**src/rtl/register_file_latch_arbiter.sv**
```systemverilog
// register_file_latch_arbiter
//   Front-end controller for a latch-based register file with one write port
//   and one read port. Two write requesters share the write port through
//   round-robin arbitration. The winning command is registered so that the
//   latch array sees flop-driven address, data and enable for a full cycle.
//   Reads use a valid/ready handshake and a registered return path. A read
//   stalls while it targets the address currently being written.
//
// Optional build macro: REGFILE_ARB_STATS_EN
//   When defined, the block adds saturating 16-bit counters for grants per
//   write port and for read-stall cycles.
//
// Ports
//   clk_i, rst_ni                 clock, asynchronous active-low reset
//   wr0_* / wr1_*                 write requesters (valid/ready, addr, data)
//   rd_valid_i / rd_ready_o       read request handshake
//   rd_addr_i                     read address
//   rd_rvalid_o / rd_rdata_o      registered read return (one-cycle pulse)
//   rf_waddr_o/rf_wdata_o/rf_we_o registered write command to the register file
//   rf_raddr_o / rf_rdata_i       register file read port
//   stat_*_cnt_o                  statistics (REGFILE_ARB_STATS_EN only)
module register_file_latch_arbiter #(
  parameter int unsigned AddrWidth = 4,
  parameter int unsigned DataWidth = 16
) (
  input  logic                 clk_i,
  input  logic                 rst_ni,
  input  logic                 wr0_valid_i,
  output logic                 wr0_ready_o,
  input  logic [AddrWidth-1:0] wr0_addr_i,
  input  logic [DataWidth-1:0] wr0_data_i,
  input  logic                 wr1_valid_i,
  output logic                 wr1_ready_o,
  input  logic [AddrWidth-1:0] wr1_addr_i,
  input  logic [DataWidth-1:0] wr1_data_i,
  input  logic                 rd_valid_i,
  output logic                 rd_ready_o,
  input  logic [AddrWidth-1:0] rd_addr_i,
  output logic                 rd_rvalid_o,
  output logic [DataWidth-1:0] rd_rdata_o,
  output logic [AddrWidth-1:0] rf_waddr_o,
  output logic [DataWidth-1:0] rf_wdata_o,
  output logic                 rf_we_o,
  output logic [AddrWidth-1:0] rf_raddr_o,
  input  logic [DataWidth-1:0] rf_rdata_i
`ifdef REGFILE_ARB_STATS_EN
  ,
  output logic [15:0]          stat_wr0_cnt_o,
  output logic [15:0]          stat_wr1_cnt_o,
  output logic [15:0]          stat_stall_cnt_o
`endif
);

  typedef enum logic {
    PORT0 = 1'b0,
    PORT1 = 1'b1
  } port_e;

  port_e last_grant_q;
  logic  gnt0;
  logic  gnt1;
  logic  rd_collision;

  // Round-robin: on contention the port that did not win last time is served.
  always_comb begin
    gnt0 = 1'b0;
    gnt1 = 1'b0;
    if (wr0_valid_i && wr1_valid_i) begin
      if (last_grant_q == PORT1) begin
        gnt0 = 1'b1;
      end else begin
        gnt1 = 1'b1;
      end
    end else begin
      gnt0 = wr0_valid_i;
      gnt1 = wr1_valid_i;
    end
  end

  assign wr0_ready_o = gnt0;
  assign wr1_ready_o = gnt1;

  always_ff @(posedge clk_i or negedge rst_ni) begin
    if (!rst_ni) begin
      last_grant_q <= PORT1;
    end else if (gnt0) begin
      last_grant_q <= PORT0;
    end else if (gnt1) begin
      last_grant_q <= PORT1;
    end
  end

  // Registered write command; address/data hold when nothing is granted.
  always_ff @(posedge clk_i or negedge rst_ni) begin
    if (!rst_ni) begin
      rf_we_o    <= 1'b0;
      rf_waddr_o <= '0;
      rf_wdata_o <= '0;
    end else begin
      rf_we_o <= gnt0 | gnt1;
      if (gnt0) begin
        rf_waddr_o <= wr0_addr_i;
        rf_wdata_o <= wr0_data_i;
      end else if (gnt1) begin
        rf_waddr_o <= wr1_addr_i;
        rf_wdata_o <= wr1_data_i;
      end
    end
  end

  // A read hitting the word the latch array is writing this cycle would see
  // transparent/unstable data, so it is held off until the write completes.
  assign rf_raddr_o   = rd_addr_i;
  assign rd_collision = rf_we_o && (rf_waddr_o == rd_addr_i);
  assign rd_ready_o   = rd_valid_i && !rd_collision;

  always_ff @(posedge clk_i or negedge rst_ni) begin
    if (!rst_ni) begin
      rd_rvalid_o <= 1'b0;
      rd_rdata_o  <= '0;
    end else begin
      rd_rvalid_o <= rd_ready_o;
      if (rd_ready_o) begin
        rd_rdata_o <= rf_rdata_i;
      end
    end
  end

`ifdef REGFILE_ARB_STATS_EN
  always_ff @(posedge clk_i or negedge rst_ni) begin
    if (!rst_ni) begin
      stat_wr0_cnt_o   <= '0;
      stat_wr1_cnt_o   <= '0;
      stat_stall_cnt_o <= '0;
    end else begin
      if (gnt0 && (stat_wr0_cnt_o != '1)) begin
        stat_wr0_cnt_o <= stat_wr0_cnt_o + 16'd1;
      end
      if (gnt1 && (stat_wr1_cnt_o != '1)) begin
        stat_wr1_cnt_o <= stat_wr1_cnt_o + 16'd1;
      end
      if (rd_valid_i && !rd_ready_o && (stat_stall_cnt_o != '1)) begin
        stat_stall_cnt_o <= stat_stall_cnt_o + 16'd1;
      end
    end
  end
`endif

endmodule

```
**config.mk**
```make
export PLATFORM = sky130hd
export DESIGN_NAME = register_file_latch_arbiter
export DESIGN_NICKNAME = d
export VERILOG_FILES = /design/src/rtl/register_file_latch_arbiter.sv
export SDC_FILE = /design/constraint.sdc
export NUM_CORES = 1
export LEC_CHECK = 0
export ABC_AREA = 1
export BUFFER_PORTS_ARGS = -buffer_cell sky130_fd_sc_hd__buf_2
export CAP_MARGIN = 25
export CORE_MARGIN = 1
export CORE_UTILIZATION = 27
export CTS_CLUSTER_DIAMETER = 60
export DETAILED_ROUTE_END_ITERATION = 6
export SYNTH_ARGS = -nofsm -noshare
export SYNTH_HDL_FRONTEND = slang
export SYNTH_SLANG_ARGS = --single-unit
```
**constraint.sdc**
```tcl
create_clock -name clk_i -period 1.8 [get_ports clk_i]
set_clock_uncertainty 0.2 [all_clocks]
set_input_delay 0.36 -clock clk_i [delete_from_list [all_inputs] [get_ports clk_i]]
set_output_delay 0.36 -clock clk_i [all_outputs]
set_load 0.1 [all_outputs]
```
==> results of run 1 <==
==> critical path, cell delays in order, from the launching register on <==
cell and delay (ns):
dfrtp_4 0.49, nand2_2 0.08, nand3_2 0.08, nor2_4 0.13, nand2_4 0.08, nand2_8 0.07
clkinvlp_4 0.10, buf_12 0.17
==> state kept, by name (all words and copies together), names as in the netlist <==
register      cells
rf_waddr_o        4
rd_rdata_o       16
rd_rvalid_o       1
last_grant_q      1
rf_we_o           1
rf_wdata_o       16
==> power by group through the flow <==
| stage | sequential (uW) | clock [uW] | combinational [uW] |
|---|---|---|---|
| 2_1_floorplan | 1820 | 0 | 311 |
| 3_3_place_gp | 1060 | 0 | 1350 |
| 3_5_place_dp | 1060 | 0 | 1350 |
| 4_1_cts | 1050 | 589 | 1380 |
| 5_1_grt | 1060 | 626 | 1450 |
| 6_report | 1050 | 560 | 1380 |
==> area by class of cell <==
class	count	area [sq um]	share of cell area, %
clock buffers	7	76.3	2.79
well taps	77	96.3	3.52
clock inverters	1	5.00	0.183
inverters	11	53.8	1.97
multi-input cells	162	776	28.3
flip-flops and latches	39	996	36.4
repair buffers	126	733	26.8
==> metrics by stage <==
step           cell area (sq um)  cells  hold WS (ns)
3_5_place_dp                2570    410         0.117
2_1_floorplan               1900    228        -0.136
4_1_cts                     2710    422        0.0708
6_report                    2740    423        0.0827
5_1_grt                     2740    423        0.0718
3_3_place_gp                2570    410         0.117
==> metal layers <==
layer	GRT usage, %	share of wire [%]	up-vias
met5	0	0	-
met4	5.70	1.6	0
met3	4.57	7.7	8
met2	25.4	48	75
met1	17.0	42	829
li1	-	-	959
==> worst paths after layout <==
| path | start | end | slack (ns) | depth (start not counted) |
|---|---|---|---|---|
| max | rf_waddr_o[0] | rd_ready_o | -0.25 | 7 |
| min | wr1_data_i[11] | rf_wdata_o[11] | 0.08 | 3 |
| max reg2reg | last_grant_q | rf_waddr_o[0] | 0.17 | 6 |
| min reg2reg | rd_rdata_o[5] | rd_rdata_o[5] | 0.27 | 2 |
| max in group asynchronous | rst_ni | rf_wdata_o[14] | 0.60 | 3 |
| min in group asynchronous | rst_ni | rd_rdata_o[1] | 0.35 | 2 |
==> what timing repair did <==
action | 4_1_cts | 5_1_grt
hold buffers | 1 | 0
gates resized for setup | 7 | 4
setup endpoints to repair | 3 | 3
pin swaps | 5 | 5
hold endpoints to repair | 15 | 0
setup buffers | 3 | 1
==> cells in the final DEF (no fill, tap or decap) <==
| cell | synthesis | routed |
|---|---|---|
| buf_2 | 3 | 106 |
| nand2_1 | 87 | 86 |
| dfrtp_1 | 38 | 33 |
| nand3_1 | 33 | 32 |
| o21ai_1 | 22 | 22 |
| buf_4 | 7 | 15 |
| nand2_2 | 9 | 10 |
| clkbuf_8 | 0 | 5 |
| dfrtp_4 | 0 | 5 |
| inv_2 | 2 | 4 |
| o21ai_0 | 5 | 4 |
| buf_12 | 1 | 4 |
| inv_1 | 9 | 3 |
| inv_4 | 0 | 2 |
| clkinvlp_4 | 0 | 2 |
| clkbuf_1 | 4 | 2 |
| a21oi_4 | 0 | 1 |
| o21ai_2 | 1 | 1 |
| nand3_2 | 0 | 1 |
| nor2_4 | 0 | 1 |
| nor2_2 | 2 | 1 |
| nand2_4 | 1 | 1 |
| nand2_8 | 1 | 1 |
| o21ai_4 | 0 | 1 |
| clkinv_2 | 0 | 1 |
| dlygate4sd3_1 | 0 | 1 |
| dfstp_2 | 1 | 1 |
==> kinds of logic after synthesis <==
family	synth area share, %
AO/OA/AOI/OAI	7.98
buffers and inverters	7.91
flip-flops	52.4
AND/OR/NAND/NOR	31.7
==> impl_metrics.env, run 1 <==
export IMPL_status="complete, but fails checks"
export IMPL_violations="setup timing"
export IMPL_rows=29
export IMPL_synth_edff_count=0
export IMPL_syn2layout_area_growth_pct=46.7
export IMPL_grt_usage_pct=14.7
export IMPL_clk_path_buf_depth=2
export IMPL_cp_data_arrival_time_ns=1.49
export IMPL_fp_dieH_microns=85.1
export IMPL_path_clk_slew_ns=0.07
export IMPL_drt_iter0_markers=47
export IMPL_synth_ff_type="dfrtp_1"
export IMPL_slew_viol_final=0
export IMPL_grt_pass1_vias=1857
export IMPL_insertedDiodeCount=0
export IMPL_worst_pin_slew_ns=0.499
export IMPL_fin_crit_sh_pct=114
export IMPL_synth_nets=293
export IMPL_dp_slack_ns=0.00926
export IMPL_vias_per_cell=4.42
export IMPL_syn_inst=228
export IMPL_setup_viol=2
export IMPL_ctsHtreeMaxLevel=2
export IMPL_pwr_share_comb_pct=46.1
export IMPL_hold_path_class="input port to register"
export IMPL_switching_share_pct=48.9
export IMPL_io_buffers=109
export IMPL_synth_area_per_cell_sq_um=8.18
export IMPL_synth_warnings=0
export IMPL_overflow=0
export IMPL_core_sq_um=6490
export IMPL_place_congestion=0.828
export IMPL_power_density_nw_per_um2=1090
export IMPL_die_w_microns=85.1
export IMPL_drcViolationCount=0
export IMPL_drive_above_1_share_pct=47.1
export IMPL_synthTopCellsByCount="nand2_1 (87), dfrtp_1 (38), nand3_1 (33)"
export IMPL_synth_area_sq_um=1870
export IMPL_fmaxAchievable_ghz=0.487
export IMPL_numCtsBuffers=5
export IMPL_finalNetCount=410
export IMPL_synth_distinct_cells=19
export IMPL_path_max_fanout=3
export IMPL_fillers=680
export IMPL_min_period_ns=2.05
export IMPL_routed_wl_mm=5.01
export IMPL_synth_most_common_cell="nand2_1"
export IMPL_fin_util_pct=42.1
export IMPL_grt_pass1_wl_mm=8.34
export IMPL_ir_drop_mv=0.341
export IMPL_clk_latency_ns=0.28
export IMPL_cts_sinks=39
export IMPL_via_count=1871
export IMPL_cap_violations=0
export IMPL_cts_tree="built"
export IMPL_p_total_uw=2990
export IMPL_power_frac_seq_pct=35.2
export IMPL_die_area_sq_um=7250
export IMPL_synth_seq_area_share_pct=52.4
export IMPL_slew_headroom_pct=66.9
export IMPL_setup_tns_ns=-0.344
export IMPL_worst_slack_ns=-0.254
export IMPL_setup_worst_path_class="register to output port"
export IMPL_wl_per_cell_microns=11.8
export IMPL_rsz0062_at_grt="yes"
export IMPL_netSwitchingPower_uw=1460
export IMPL_async_reset_ff_share_pct=100
export IMPL_yosys_area_top_type="dfrtp_1"
export IMPL_crit_path_end_kind="output port"
export IMPL_dr_pass1_iters=4
export IMPL_synth_seq_cells=39
export IMPL_synth_top_area_share_pct=51.0
export IMPL_hold_viol=0
export IMPL_cp_data_required_time_ns=1.24
export IMPL_internal_power_uw=1530
export IMPL_ios=110
export IMPL_ant_nets=0
export IMPL_antenna_found_initial=0
export IMPL_grt_max_degree=24
export IMPL_synth_area_leaders="dfrtp_1 (51%), nand2_1 (18%), nand3_1 (8.9%)"
export IMPL_root_buffer="clkbuf_8"
export IMPL_start_util_pct=28.7
export IMPL_p_clk_share_pct=18.7
export IMPL_dp_hpwl_mm=3.83
export IMPL_leakage_uw=0.00152
export IMPL_start_kind="register"
Note: power is estimated with default switching activity, not from simulation.
==> run 2: changes to the inputs <==
CORE_ASPECT_RATIO = 0.7   (was default)
==> impl_metrics.env, run 2 (same netlist as run 1, synthesis figures left out) <==
export IMPL_path_max_fanout=3
export IMPL_crit_path_end_kind="output port"
export IMPL_wl_met2_mm=2.17
export IMPL_fmaxAchievable_ghz=0.494
export IMPL_grt_pass1_wl_mm=8.29
export IMPL_ios=110
export IMPL_drive_above_1_share_pct=48.4
export IMPL_dr_pass1_iters=4
export IMPL_violations="setup timing"
export IMPL_clk_path_buf_depth=2
export IMPL_p_total_uw=3290
export IMPL_final_cells=438
export IMPL_start_kind="register"
export IMPL_worst_slack_ns=-0.225
export IMPL_wl_per_cell_microns=11.9
export IMPL_rows=24
export IMPL_die_area_sq_um=7250
export IMPL_fillers=650
export IMPL_die_w_microns=101
export IMPL_wl_met3_microns=408
export IMPL_finalNetCount=411
export IMPL_cp_data_required_time_ns=1.24
export IMPL_setup_viol=2
export IMPL_hold_path_class="input port to register"
export IMPL_mostFrequentLayoutCells="buf_2 (105), nand2_1 (85), dfrtp_1 (33)"
export IMPL_drcViolationCount=0
export IMPL_place_congestion=0.797
export IMPL_cts_sinks=39
export IMPL_root_buffer="clkbuf_8"
export IMPL_dp_cells=424
export IMPL_io_buffers=109
export IMPL_power_density_nw_per_um2=1160
export IMPL_overflow=0
export IMPL_setup_worst_path_class="register to output port"
export IMPL_slew_viol_final=0
export IMPL_r2r_start="last_grant_q"
export IMPL_grt_pass1_vias=1790
export IMPL_core_sq_um=6460
export IMPL_ctsHtreeMaxLevel=2
export IMPL_fp_dieH_microns=71.5
export IMPL_ant_nets=0
export IMPL_hold_start="wr1_data_i[6]"
export IMPL_path_clk_slew_ns=0.08
export IMPL_grt_max_degree=22
export IMPL_grt_usage_pct=14.8
export IMPL_antenna_found_initial=0
export IMPL_rsz0062_at_grt="yes"
export IMPL_crit_end="rd_ready_o"
export IMPL_reg_largest_list="rd_rdata_o: 16 flops, rf_wdata_o: 16 flops, rf_waddr_o: 4 flops"
export IMPL_min_period_ns=2.03
export IMPL_routed_wl_mm=5.21
export IMPL_ir_drop_mv=0.441
export IMPL_drt_iter0_markers=47
export IMPL_cp_data_arrival_time_ns=1.47
export IMPL_hold_viol=0
export IMPL_numCtsBuffers=5
export IMPL_cts_tree="built"
export IMPL_top_layer_used="met4"
export IMPL_worst_pin_slew_ns=0.496
export IMPL_final_common_cell="buf_2"
export IMPL_dp_hpwl_mm=4.02
export IMPL_worstRegToRegCells=7
export IMPL_wl_met1_mm=2.59
export IMPL_status="complete, but fails checks"
export IMPL_start_util_pct=28.9
export IMPL_reg2reg_setup_slack_ns=0.15
export IMPL_leakage_uw=0.00155
export IMPL_cp_startpoint="rf_waddr_o[3]"
export IMPL_clk_latency_ns=0.28
export IMPL_r2r_end="rf_waddr_o[0]"
export IMPL_slew_headroom_pct=67.2
export IMPL_via_count=1914
export IMPL_syn2layout_area_growth_pct=52.1
export IMPL_fin_crit_sh_pct=113
export IMPL_vias_per_cell=4.37
export IMPL_insertedDiodeCount=0
export IMPL_cap_violations=0
==> run 2: changes by cell type in the layout (fill, tap and decap cells not counted), sizes merged <==
cell    change
bufinv      +2
buf         +1
clkbuf      -1
clkinv      -1
==> run 2: per-stage QoR <==
stage / setup TNS [ns] / hold slack (ns) / setup WS (ns) / instance area [sq um] / util (%)
after floorplan: -0.855 / -0.136 / -0.437 / 1900 / -
after global placement: 0 / 0.144 / 0.0234 / 2620 / 40.5
after detailed placement: 0 / 0.144 / 0.00849 / 2620 / 40.5
after CTS: -0.372 / 0.0764 / -0.240 / 2820 / 43.7
after global routing: -0.497 / 0.0801 / -0.302 / 2840 / 44.0
final: -0.311 / 0.0893 / -0.225 / 2840 / 44.0
==> run 2: area by class of cell <==
| cell class | count | area, sq um | share of cell area, % |
|---|---|---|---|
| repair buffers | 127 | 759 | 26.8 |
| inverters | 11 | 53.8 | 1.90 |
| flip-flops and latches | 39 | 996 | 35.1 |
| well taps | 91 | 114 | 4.01 |
| clock buffers | 6 | 72.6 | 2.56 |
| clock inverters | 2 | 60.1 | 2.12 |
| multi-input cells | 162 | 782 | 27.6 |
==> run 2: timing repair <==
action,in CTS,in global routing
buffers inserted,4,1
hold buffers,1,0
resized for setup,8,4
hold endpoints to repair,18,0
pin swaps,9,3
setup endpoints to repair,3,3
==> run 2: metal layers <==
layer | GRT usage, % | up-vias
li1 | - | 970
met1 | 19.3 | 861
met5 | 0 | -
met2 | 24.0 | 78
met3 | 4.88 | 5
met4 | 3.38 | 0
==> run 2: worst max-delay path, stage by stage (launching register included) <==
cell and delay [ns]:
dfrtp_4 0.49, inv_4 0.07, o21ai_2 0.05, nor2_2 0.14, nand2_4 0.09, nand2_8 0.08
clkinvlp_4 0.10, buf_12 0.17
==> run 2: worst min path at each step <==
stage	cells after the start	end	slack, ns
finish	3	rf_wdata_o[6]	0.09
global route	3	rf_wdata_o[8]	0.08
CTS	3	rf_wdata_o[6]	0.08
detailed placement	1	rd_rdata_o[4]	0.14
global placement	1	rd_rdata_o[4]	0.14
floorplan	0	rd_rdata_o[0]	-0.14
==> run 2: power by group <==
group	internal [uW]	switching, uW
combinational	274	1120
sequential	989	65.4
clock	554	292
==> run 3: changes to the inputs <==
CTS_BUF_LIST = sky130_fd_sc_hd__clkbuf_4   (was default)
==> impl_metrics.env, run 3 (same netlist as run 1, synthesis figures left out) <==
export IMPL_status="complete, but fails checks"
export IMPL_violations="setup timing"
export IMPL_fp_dieH_microns=71.5
export IMPL_fmaxAchievable_ghz=0.478
export IMPL_ctsHtreeMaxLevel=2
export IMPL_core_sq_um=6460
export IMPL_path_clk_slew_ns=0.12
export IMPL_drt_iter0_markers=24
export IMPL_routed_wl_mm=5.21
export IMPL_start_kind="register"
export IMPL_r2r_start="last_grant_q"
export IMPL_hold_path_class="input port to register"
export IMPL_crit_end="rd_ready_o"
export IMPL_setup_viol=3
export IMPL_insertedDiodeCount=0
export IMPL_grt_pass1_wl_mm=8.30
export IMPL_grt_max_degree=22
export IMPL_worst_slack_ns=-0.291
export IMPL_crit_path_end_kind="output port"
export IMPL_grtUsageMet2_pct=24.0
export IMPL_cts_tree="built"
export IMPL_cp_data_required_time_ns=1.24
export IMPL_slew_headroom_pct=67.2
export IMPL_setup_worst_path_class="register to output port"
export IMPL_drive_above_1_share_pct=48.1
export IMPL_final_common_cell="buf_2"
export IMPL_cts_sinks=39
export IMPL_cap_violations=0
export IMPL_die_w_microns=101
export IMPL_numCtsBuffers=5
export IMPL_reg_largest_list="rd_rdata_o: 16 flops, rf_wdata_o: 16 flops, rf_waddr_o: 4 flops"
export IMPL_syn2layout_area_growth_pct=51.0
export IMPL_dp_hpwl_mm=4.02
export IMPL_grt_util_met3_pct=4.88
export IMPL_worst_pin_slew_ns=0.496
export IMPL_worstRegToRegCells=7
export IMPL_ios=110
export IMPL_hold_viol=0
export IMPL_overflow=0
export IMPL_cp_startpoint="rf_waddr_o[3]"
export IMPL_rsz0062_at_grt="yes"
export IMPL_power_density_nw_per_um2=1130
export IMPL_ir_drop_mv=0.410
export IMPL_rows=24
export IMPL_finalNetCount=411
export IMPL_slew_viol_final=0
export IMPL_path_max_fanout=3
export IMPL_wl_per_cell_microns=11.9
export IMPL_r2r_end="rf_waddr_o[0]"
export IMPL_leakage_uw=0.00155
export IMPL_grt_usage_pct=14.8
export IMPL_root_buffer="clkbuf_4"
export IMPL_clk_latency_ns=0.33
export IMPL_fin_area_sq_um=2820
export IMPL_mostFrequentLayoutCells="buf_2 (100), nand2_1 (87), dfrtp_1 (33)"
export IMPL_min_period_ns=2.09
export IMPL_grt_busiest_layer="met2"
export IMPL_place_congestion=0.797
export IMPL_io_buffers=109
export IMPL_clk_path_buf_depth=2
export IMPL_dr_pass1_iters=4
export IMPL_vias_per_cell=4.37
export IMPL_fin_crit_sh_pct=116
export IMPL_placed_area_sq_um=2620
export IMPL_start_util_pct=28.9
export IMPL_drcViolationCount=0
export IMPL_antenna_found_initial=0
export IMPL_ant_nets=0
export IMPL_reg2reg_setup_slack_ns=0.15
export IMPL_holdWs_ns=0.0336
export IMPL_via_count=1914
export IMPL_cp_data_arrival_time_ns=1.53
export IMPL_die_area_sq_um=7250
export IMPL_grt_util_met1_pct=19.3
export IMPL_grt_pass1_vias=1791
## run 3: what timing repair did
| action | in CTS | in global routing |
|---|---|---|
| setup buffers | 4 | 1 |
| setup endpoints to repair | 3 | 8 |
| hold buffers | 1 | 0 |
| pin swaps | 9 | 3 |
| hold endpoints to repair | 18 | 0 |
| resized for setup | 8 | 7 |
## run 3: how the worst min path moves through the flow
stage          cells past startpoint  slack (ns)       endpoint     startpoint
6_report                           3        0.03  rf_wdata_o[6]  wr1_data_i[6]
5_1_grt                            3       0.007  rf_wdata_o[8]  wr1_data_i[8]
4_1_cts                            3        0.01  rf_wdata_o[6]  wr1_data_i[6]
3_5_place_dp                       1        0.14  rd_rdata_o[4]         rst_ni
3_3_place_gp                       1        0.14  rd_rdata_o[4]         rst_ni
2_1_floorplan                      0       -0.14  rd_rdata_o[0]         rst_ni
## run 3: stage by stage
stage	worst slack, ns	total power (uW)	instances	setup TNS [ns]	util [%]
6_report	-0.291	3170	438	-0.497	43.6
5_1_grt	-0.389	3320	438	-0.771	43.6
4_1_cts	-0.313	3200	437	-0.589	43.3
3_5_place_dp	0.00849	2430	424	0	40.5
3_3_place_gp	0.0234	2420	424	0	40.5
2_1_floorplan	-0.437	2130	228	-0.855	-
## run 3: worst max-delay path, stage by stage, from the launching register on
cell and delay (ns):
dfrtp_4 0.50, inv_4 0.07, o21ai_2 0.05, nor2_2 0.14, nand2_4 0.09, nand2_8 0.08
clkinvlp_4 0.10, buf_12 0.17
## run 3: where the power goes
group	internal, uW	leakage (uW)	switching, uW
Sequential	989	0.000463	64.9
Clock	449	0.0000559	277
Combinational	279	0.00103	1120
Total	1720	0.00155	1460
## run 3: layout make-up
cell class	instances	area, sq um
multi-input combinational	162	777
fill	649	3640
clock buffer	6	45.0
timing repair buffer	127	772
clock inverter	2	60.1
tap	91	114
sequential	39	996
inverter	11	53.8
## run 3: layer usage
| layer | up-vias | routed length, microns |
|---|---|---|
| met5 | - | 0 |
| met4 | 0 | 38 |
| met3 | 5 | 448 |
| met2 | 84 | 2170 |
| met1 | 858 | 2550 |
| li1 | 967 | - |
